<file path="src/rtl/bool3_pipe_pkg.sv">
// bool3_pkg: op encoding and per-bit evaluation shared by the bool3_pipe datapath.
package bool3_pkg;

    typedef enum logic [1:0] {
        OP_AO   = 2'd0,
        OP_XOR3 = 2'd1,
        OP_MAJ  = 2'd2,
        OP_AND3 = 2'd3
    } op_e;

    function automatic logic bool3_eval(input op_e op, input logic a, input logic b, input logic c);
        return (op == OP_AO)   ? ((a & b) | c) :
               (op == OP_XOR3) ? (a ^ b ^ c) :
               (op == OP_MAJ)  ? ((a & b) | (a & c) | (b & c)) :
                                 (a & b & c);
    endfunction

endpackage

</file>
<file path="src/rtl/bool3_pipe_stage.sv">
// bool3_stage: one elastic register stage; loads whenever it is empty or downstream advances.
module bool3_stage
    import bool3_pkg::*;
#(
    parameter int DW = 8
) (
    input  logic          clk,
    input  logic          rst_n,
    input  logic          adv_i,
    input  logic          vld_i,
    input  op_e           op_i,
    input  logic [DW-1:0] data_i,
    output logic          adv_o,
    output logic          vld_o,
    output op_e           op_o,
    output logic [DW-1:0] data_o
);

    logic          vld_q, vld_d;
    op_e           op_q, op_d;
    logic [DW-1:0] data_q, data_d;

    assign adv_o = !vld_q | adv_i;

    always_comb begin
        vld_d  = adv_o ? vld_i  : vld_q;
        op_d   = adv_o ? op_i   : op_q;
        data_d = adv_o ? data_i : data_q;
    end

    always_ff @(posedge clk) begin
        if (!rst_n) begin
            vld_q  <= 1'b0;
            op_q   <= OP_AO;
            data_q <= '0;
        end else begin
            vld_q  <= vld_d;
            op_q   <= op_d;
            data_q <= data_d;
        end
    end

    assign vld_o  = vld_q;
    assign op_o   = op_q;
    assign data_o = data_q;

endmodule

</file>
<file path="src/rtl/bool3_pipe.sv">
// bool3_pipe: pipelined 3-input bitwise boolean unit with valid/ready flow control.
// Define BOOL3_PIPE_PARITY_EN to add y_par, the XOR-reduce of y carried with each beat.
module bool3_pipe
    import bool3_pkg::*;
#(
    parameter int WIDTH  = 8,
    parameter int STAGES = 2
) (
    input  logic             clk,
    input  logic             rst_n,
    input  logic             in_valid,
    output logic             in_ready,
    input  logic [1:0]       op,
    input  logic [WIDTH-1:0] a,
    input  logic [WIDTH-1:0] b,
    input  logic [WIDTH-1:0] c,
    output logic             out_valid,
    input  logic             out_ready,
    output logic [WIDTH-1:0] y,
    output logic [1:0]       out_op
`ifdef BOOL3_PIPE_PARITY_EN
    ,
    output logic             y_par
`endif
);

`ifdef BOOL3_PIPE_PARITY_EN
    localparam int PAR_W = 1;
`else
    localparam int PAR_W = 0;
`endif
    localparam int DW = WIDTH + PAR_W;

    logic [WIDTH-1:0] res;
    logic [STAGES:0]  adv_s;
    logic [STAGES:0]  vld_s;
    op_e              op_s   [STAGES+1];
    logic [DW-1:0]    data_s [STAGES+1];

    always_comb begin
        res = '0;
        for (int i = 0; i < WIDTH; i++) res[i] = bool3_eval(op_e'(op), a[i], b[i], c[i]);
    end

    // Index 0 is the input port; index k+1 is the output of stage k.
    assign adv_s[STAGES] = out_ready;
    assign vld_s[0]      = in_valid;
    assign op_s[0]       = op_e'(op);
`ifdef BOOL3_PIPE_PARITY_EN
    assign data_s[0]     = {^res, res};
`else
    assign data_s[0]     = res;
`endif

    for (genvar k = 0; k < STAGES; k++) begin : g_stage
        bool3_stage #(.DW(DW)) u_stage (
            .clk    (clk),
            .rst_n  (rst_n),
            .adv_i  (adv_s[k+1]),
            .vld_i  (vld_s[k]),
            .op_i   (op_s[k]),
            .data_i (data_s[k]),
            .adv_o  (adv_s[k]),
            .vld_o  (vld_s[k+1]),
            .op_o   (op_s[k+1]),
            .data_o (data_s[k+1])
        );
    end

    assign in_ready  = adv_s[0];
    assign out_valid = vld_s[STAGES];
    assign y         = out_valid ? data_s[STAGES][WIDTH-1:0] : '0;
    assign out_op    = out_valid ? op_s[STAGES] : OP_AO;
`ifdef BOOL3_PIPE_PARITY_EN
    assign y_par     = out_valid & data_s[STAGES][DW-1];
`endif

endmodule

</file>
<file path="config.mk">
export PLATFORM = sky130hd
export DESIGN_NAME = bool3_pipe
export DESIGN_NICKNAME = d
export VERILOG_FILES = /design/src/rtl/bool3_pipe_pkg.sv /design/src/rtl/bool3_pipe_stage.sv /design/src/rtl/bool3_pipe.sv
export SDC_FILE = /design/constraint.sdc
export NUM_CORES = 1
export LEC_CHECK = 0
export ABC_AREA = 1
export CAP_MARGIN = 5
export CELL_PAD_IN_SITES_DETAIL_PLACEMENT = 1
export CELL_PAD_IN_SITES_GLOBAL_PLACEMENT = 1
export CORE_MARGIN = 3
export CORE_UTILIZATION = 33
export CTS_BUF_LIST = sky130_fd_sc_hd__clkbuf_2
export DETAILED_ROUTE_END_ITERATION = 7
export PLACE_DENSITY = 0.88
export SLEW_MARGIN = 10
export SYNTH_ARGS = -nofsm -noshare
export SYNTH_HDL_FRONTEND = slang
export SYNTH_SLANG_ARGS = --single-unit
export TNS_END_PERCENT = 100
</file>
<file path="constraint.sdc">
create_clock -name clk -period 1.3 [get_ports clk]
set_input_delay 0.195 -clock clk [delete_from_list [all_inputs] [get_ports clk]]
set_output_delay 0.195 -clock clk [all_outputs]
set_load 0.02 [all_outputs]
</file>
# Word level (Yosys, flattened, before mapping)
# Index checks and enable logic that the tools add are counted.
dict set report totals {
  regBits 22
  latchBits 0
  ram_bits 0
  mem_bits_ro 0
  inputBits 30
  out_inout_bits 12
  memories 0
}
dict set report op_classes {
  add_sub_neg 0
  mul 0
  div_mod_pow 0
  order_cmp 0
  eq_ne 2
  n_shift 0
  mux 26
  bitwise_logic 74
  n_reduce_logical 3
}
# op n
set ops {}
lappend ops {{$and A1 B1 Y1} 32}
lappend ops {{$or A1 B1 Y1} 26}
lappend ops {{$mux W1} 24}
lappend ops {{$xor A1 B1 Y1} 16}
lappend ops {{$mux W8} 1}
lappend ops {{$eq A2 B1 Y1 const B} 1}
lappend ops {{$eq A2 B2 Y1 const B} 1}
lappend ops {{$logic_not A1 Y1} 2}
lappend ops {{$logic_not A2 Y1} 1}
lappend ops {{$mux W2} 1}

# Logic depth before layout (Yosys ltp)
dict set report logic_depth {
  ltp_word 6
  mapped_depth 9
  depth_no_buf 9
}

# Modules after synthesis
# From an unflattened synthesis, not the netlist that was laid out.
dict set report unflattened {
  hier_cells 253
  area_unflattened_um2 1615.3
}
# module instances cells_per_inst area_each_um2 seq_area_each_um2
set by_module_without_submodules {}
lappend by_module_without_submodules {bool3_stage 2 71 466.7 220.2}
lappend by_module_without_submodules {bool3_pipe 1 111 681.9 0.0}

# Least setup slack after synthesis
# No wires, ideal clock.
dict set report synth_timing {
  kind {reg-to-reg}
  start {register g_stage[1].u_stage.vld_q}
  end {register g_stage[0].u_stage.data_q[2]}
  setup_time_ns 0.076
  arrival_time_ns 1.197
  required_time_ns 1.224
  setup_slack_ns 0.027
  path_stages_with_launch 6
  synth_period_minus_slack_ns 1.273
  cell_sequence {dfxtp_1 > inv_1 > nor2_2 > nand2_1 > clkbuf_1 > a31oi_1}
}
dict set report synth_via {
  elab_chain_len 3
}
# element line_no
set synth_lines {}
lappend synth_lines {{start: declaration} bool3_pipe_stage.sv:19} ;# logic vld_q, vld_d;
lappend synth_lines {{start signal: assignment} bool3_pipe_stage.sv:37} ;# vld_q <= vld_d;
lappend synth_lines {{$logic_not A1 Y1} bool3_pipe_stage.sv:23} ;# assign adv_o = !vld_q | adv_i;
lappend synth_lines {{$or A1 B1 Y1 (2 in a row)} bool3_pipe_stage.sv:23}
lappend synth_lines {{net in_ready} bool3_pipe.sv:12} ;# output logic in_ready,
lappend synth_lines {{end signal: assignment} bool3_pipe_stage.sv:39} ;# data_q <= data_d;
lappend synth_lines {{end: declaration} bool3_pipe_stage.sv:21} ;# logic [DW-1:0] data_q, data_d;
# The timed path passes the listed nets, and every way through them passes these cells.
# A chain may end at the register's enable or synchronous reset.

# Final worst setup path
dict set report layout_timing {
  start {register g_stage[1].u_stage.vld_q}
  end {output port y[6]}
}
dict set report layout_via {
  elab_chain_len 1
}
# element line_no
set layout_lines {}
lappend layout_lines {{$mux W8} bool3_pipe.sv:72} ;# assign y = out_valid ? data_s[STAGES][WIDTH-1:0] : '0;
lappend layout_lines {{end: declaration} bool3_pipe.sv:19} ;# output logic [WIDTH-1:0] y,
# Every way passes these cells.

==> key figures <==
Outcome
  • Outcome: finished, violations left
  • Violated checks: setup timing

Clock tree
  • Number of clock sinks seen by CTS: 22
  • Clock insertion delay at the later pin of the skew report: 310 ps
  • Maximum count of clock buffers along a single path: 2
  • TritonCTS Buffers: 3
  • Root buffer cell: sky130_fd_sc_hd__clkbuf_2
  • Clock tree from TritonCTS: built
  • # H-tree levels: 1
  • Worst-path clk slew: 200 ps

Drt
  • Average via count per standard cell: 4.60
  • Count of routing violations after the opening detailed-route iteration: 45
  • Sum of routed wire length over all layers: 3660 microns
  • DR vias: 1,408
  • ANT nets after route: 0
  • Total iterations of the first detailed-routing run: 4
  • Residual DRC: 0
  • Wirelength per Cell: 12.0 microns

Finish
  • Combined area of the multi-input logic cells: 822 sq um
  • Synth-to-layout area growth: 50.1%
  • Number of standard cells in the final layout excluding fillers: 306
  • Number of nets in the finished design: 305
  • Antenna diode count: 0
  • Share of cells above drive strength 1: 19.4%
  • Storage element area: 442 sq um
  • Final core occ: 54.0%
  • Total of fill cells in the finished design: 504

Power and ir drop
  • Design internal power: 1.01 mW
  • Net switching power: 0.438 mW
  • Leak Pwr: 1.10 nW
  • Flop pwr share: 52.0%
  • PwrDens: 703 nW/um^2
  • Clk pwr share: 17.9%
  • Switch share: 30.2%
  • Worst-case vdd ir drop: 0.308 mV
  • Relative contribution of combinational cells to total power: 30.1%

Timing
  • Worst slew slack as a fraction of its limit: 81.4%
  • Period Utilization, post-route: 106%
  • Total negative setup slack: -376 ps
  • Count of endpoints failing setup in the final report: 6
  • Setup slack after layout: -83.2 ps
  • Unrepaired setup endpoints after global routing: true
  • Maximum clock rate: 723 MHz
  • Pins over their slew limit: 0
  • Worst-Margin Slew: 278 ps
  • Final hold viol count: 0
  • Worst hold-check slack: 384 ps
  • Worst clock skew on the final layout: 6.15 ps
  • Minimum clock period: 1380 ps

Placed design
  • Post-placement cell count: 299
  • HPWL Detailed: 2950 microns
  • Final RePlAce weighted congestion: 0.758
  • Number of port buffers: 41

Critical path
  • Critical Path Max Stage Delay: 370 ps
  • Crit path max-delay family: buffers and inverters
  • Setup crit start kind: flip-flop
  • RR Startpoint: g_stage[1].u_stage.vld_o
  • Count of cells along the worst register-to-register path: 9
  • Worst setup path class: reg2out
  • Worst R2R End: g_stage[0].u_stage.data_o[6]
  • Arr. time, crit path: 1190 ps
  • Cells traversed along the worst timing path: buf_6 > buf_4 > nand2_1 > inv_1 > buf_6
  • Crit-path most repeated cell: sky130_fd_sc_hd__buf_6
  • Setup slack of the worst register-to-register path: 20 ps
  • Element type at the critical path end: output pin
  • Worst path required time: 1110 ps
  • Cell with the largest stage delay on the worst path: sky130_fd_sc_hd__dfxtp_2
  • Highest fanout seen on the critical path: 5
  • Total buffers and inverters traversed by the critical path: 4

Synthesis
  • Syn_nets: 242
  • Compound-gate portion of the synthesized area: 15.3%
  • Number of unique standard cell types used by synthesis: 17
  • Number of register bits inferred by synthesis: 22
  • Main combinational cell family by area after synthesis: simple AND/OR/NAND/NOR gates
  • Synth Area in Adders: 18.9%
  • Warnings, synthesis: 0
  • Basic-gate share of the synthesized area counting and, or, nand and nor cells: 24.1%
  • Mux contribution to synthesized area: 0%
  • Average cell area after synthesis: 7.02 sq um
  • Xor-xnor portion of the synthesized cell area: 0%
  • Post-synthesis instance total: 196
  • Seq/Total Area, Yosys: 32.0%
  • Post-Synthesis Cell Area: 1380 sq um

Floorplan
  • Vertical die dimension: 70.6 microns
  • Core Footprint: 3830 sq um
  • Count of standard-cell rows: 22
  • Full die area: 4980 sq um
  • I/O pin total: 42
  • Initial Utilization: 35.9%
  • Die width: 70.6 microns

Hold path
  • Startpoint of the most critical hold path: c[1]
  • Hold Crit Endpoint: g_stage[0].u_stage.data_o[1]
  • Instance count along the most critical hold path: 5
  • Worst min-delay path category: in2reg

Global routing
  • Combined global-route utilization of all metal layers: 14.5%
  • Antenna violations before repair: 0
  • Largest net degree at the start of global routing: 22
  • Number of global-route vias before repair: 1,429
  • Sum of overflow across all layers after global routing: 0
  • Global-route wire length before repair: 6040 microns

Job
  • Max Cap Viol: 0
## tightest hold or removal path, stage by stage
cell	delay, ps
sky130_fd_sc_hd__dlymetal6s2s_1	150
sky130_fd_sc_hd__a21oi_1	110
sky130_fd_sc_hd__o21ai_0	80
sky130_fd_sc_hd__nand2_1	90
sky130_fd_sc_hd__a21oi_2	50
## sequential cells by signal, summed over array words and instances, names as in the netlist
name / count
g_stage.u_stage.vld_o: 2
g_stage.u_stage.data_o: 16
g_stage.u_stage.op_o: 4
## metrics by stage
stage	area (sq um)	setup WS (ps)	power, mW
after global placement	1980	-361	1.17
after floorplan	1380	27.2	0.957
after detailed placement	1980	-483	1.20
final	2060	-83.2	1.45
after global routing	2060	-178	1.57
after CTS	2000	-94.8	1.46
## power groups by stage
stage | logic, mW | clock network [mW] | registers (mW)
global placement | 0.410 | 0 | 0.765
detailed placement | 0.432 | 0 | 0.767
global route | 0.495 | 0.310 | 0.763
CTS | 0.430 | 0.276 | 0.754
finish | 0.437 | 0.259 | 0.755
floorplan | 0.196 | 0 | 0.762
## synth_stat cells, drive strengths merged
cell type	instances	area share (%)
o21ai	17	6.2
clkbuf	4	1.1
clkinv	1	0.27
fa	8	12
nor2	14	4.5
nand3	11	4.0
a31oi	3	1.4
buf	1	0.36
dfxtp	22	32
ha	8	7.3
a21oi	20	7.3
nand2	57	16
inv	29	7.9
o22ai	1	0.46
## layout by cell type (no fill, tap or decap)
cell / count
sky130_fd_sc_hd__a21oi_1: 18
sky130_fd_sc_hd__a21oi_2: 2
sky130_fd_sc_hd__a31oi_1: 3
sky130_fd_sc_hd__buf_12: 1
sky130_fd_sc_hd__buf_4: 24
sky130_fd_sc_hd__buf_6: 9
sky130_fd_sc_hd__clkbuf_2: 3
sky130_fd_sc_hd__clkdlybuf4s50_1: 13
sky130_fd_sc_hd__clkinv_1: 1
sky130_fd_sc_hd__dfxtp_1: 21
sky130_fd_sc_hd__dfxtp_2: 1
sky130_fd_sc_hd__dlygate4sd2_1: 8
sky130_fd_sc_hd__dlymetal6s2s_1: 8
sky130_fd_sc_hd__fa_1: 8
sky130_fd_sc_hd__ha_1: 8
sky130_fd_sc_hd__inv_1: 25
sky130_fd_sc_hd__inv_2: 3
sky130_fd_sc_hd__inv_4: 1
sky130_fd_sc_hd__inv_6: 1
sky130_fd_sc_hd__nand2_1: 54
sky130_fd_sc_hd__nand2_2: 3
sky130_fd_sc_hd__nand3_1: 11
sky130_fd_sc_hd__nor2_1: 12
sky130_fd_sc_hd__nor2_4: 2
sky130_fd_sc_hd__o21ai_0: 10
sky130_fd_sc_hd__o21ai_1: 7
sky130_fd_sc_hd__o22ai_1: 1
## layout make-up
| type | instances | area share, % |
|---|---|---|
| Clock buffer | 3 | 0.727 |
| Clock inverter | 1 | 0.182 |
| Inverter | 30 | 5.82 |
| Multi-Input combinational cell | 139 | 39.8 |
| Sequential cell | 22 | 21.4 |
| Tap cell | 48 | 2.91 |
| Timing Repair Buffer | 63 | 29.2 |
## layer usage
layer  GRT usage (%)  part of all wire [%]  up-vias
li1                -                     -      740
met1            17.4                    44      633
met2            26.8                    52       33
met3            1.70                   3.7        2
met4            4.38                  0.79        0
met5               0                     0        -
## how the worst max path moves through the flow
| stage | startpoint | endpoint | slack, ps | cells past startpoint |
|---|---|---|---|---|
| after floorplan | g_stage[1].u_stage.vld_o | g_stage[0].u_stage.data_o[2] | 30 | 5 |
| after global placement | a[6] | g_stage[0].u_stage.data_o[6] | -360 | 10 |
| after detailed placement | a[6] | g_stage[0].u_stage.data_o[6] | -480 | 10 |
| after CTS | g_stage[1].u_stage.vld_o | in_ready | -90 | 5 |
| after global routing | g_stage[1].u_stage.vld_o | y[6] | -180 | 5 |
| final | g_stage[1].u_stage.vld_o | y[6] | -80 | 5 |
## what timing repair did
item	CTS	global route
hold buffers	0	0
pin swaps	0	3
setup endpoints to repair	27	32
buffers inserted	1	2
resized for setup	73	31
## logic make-up (layout without fill, tap and decap cells)
| group | Yosys count | count (layout) |
|---|---|---|
| simple gates | 82 | 82 |
| flops | 22 | 22 |
| buf+inv | 35 | 97 |
| fa+ha+maj | 16 | 16 |
| compound gates | 41 | 41 |
(Power assumes the default switching activity.)
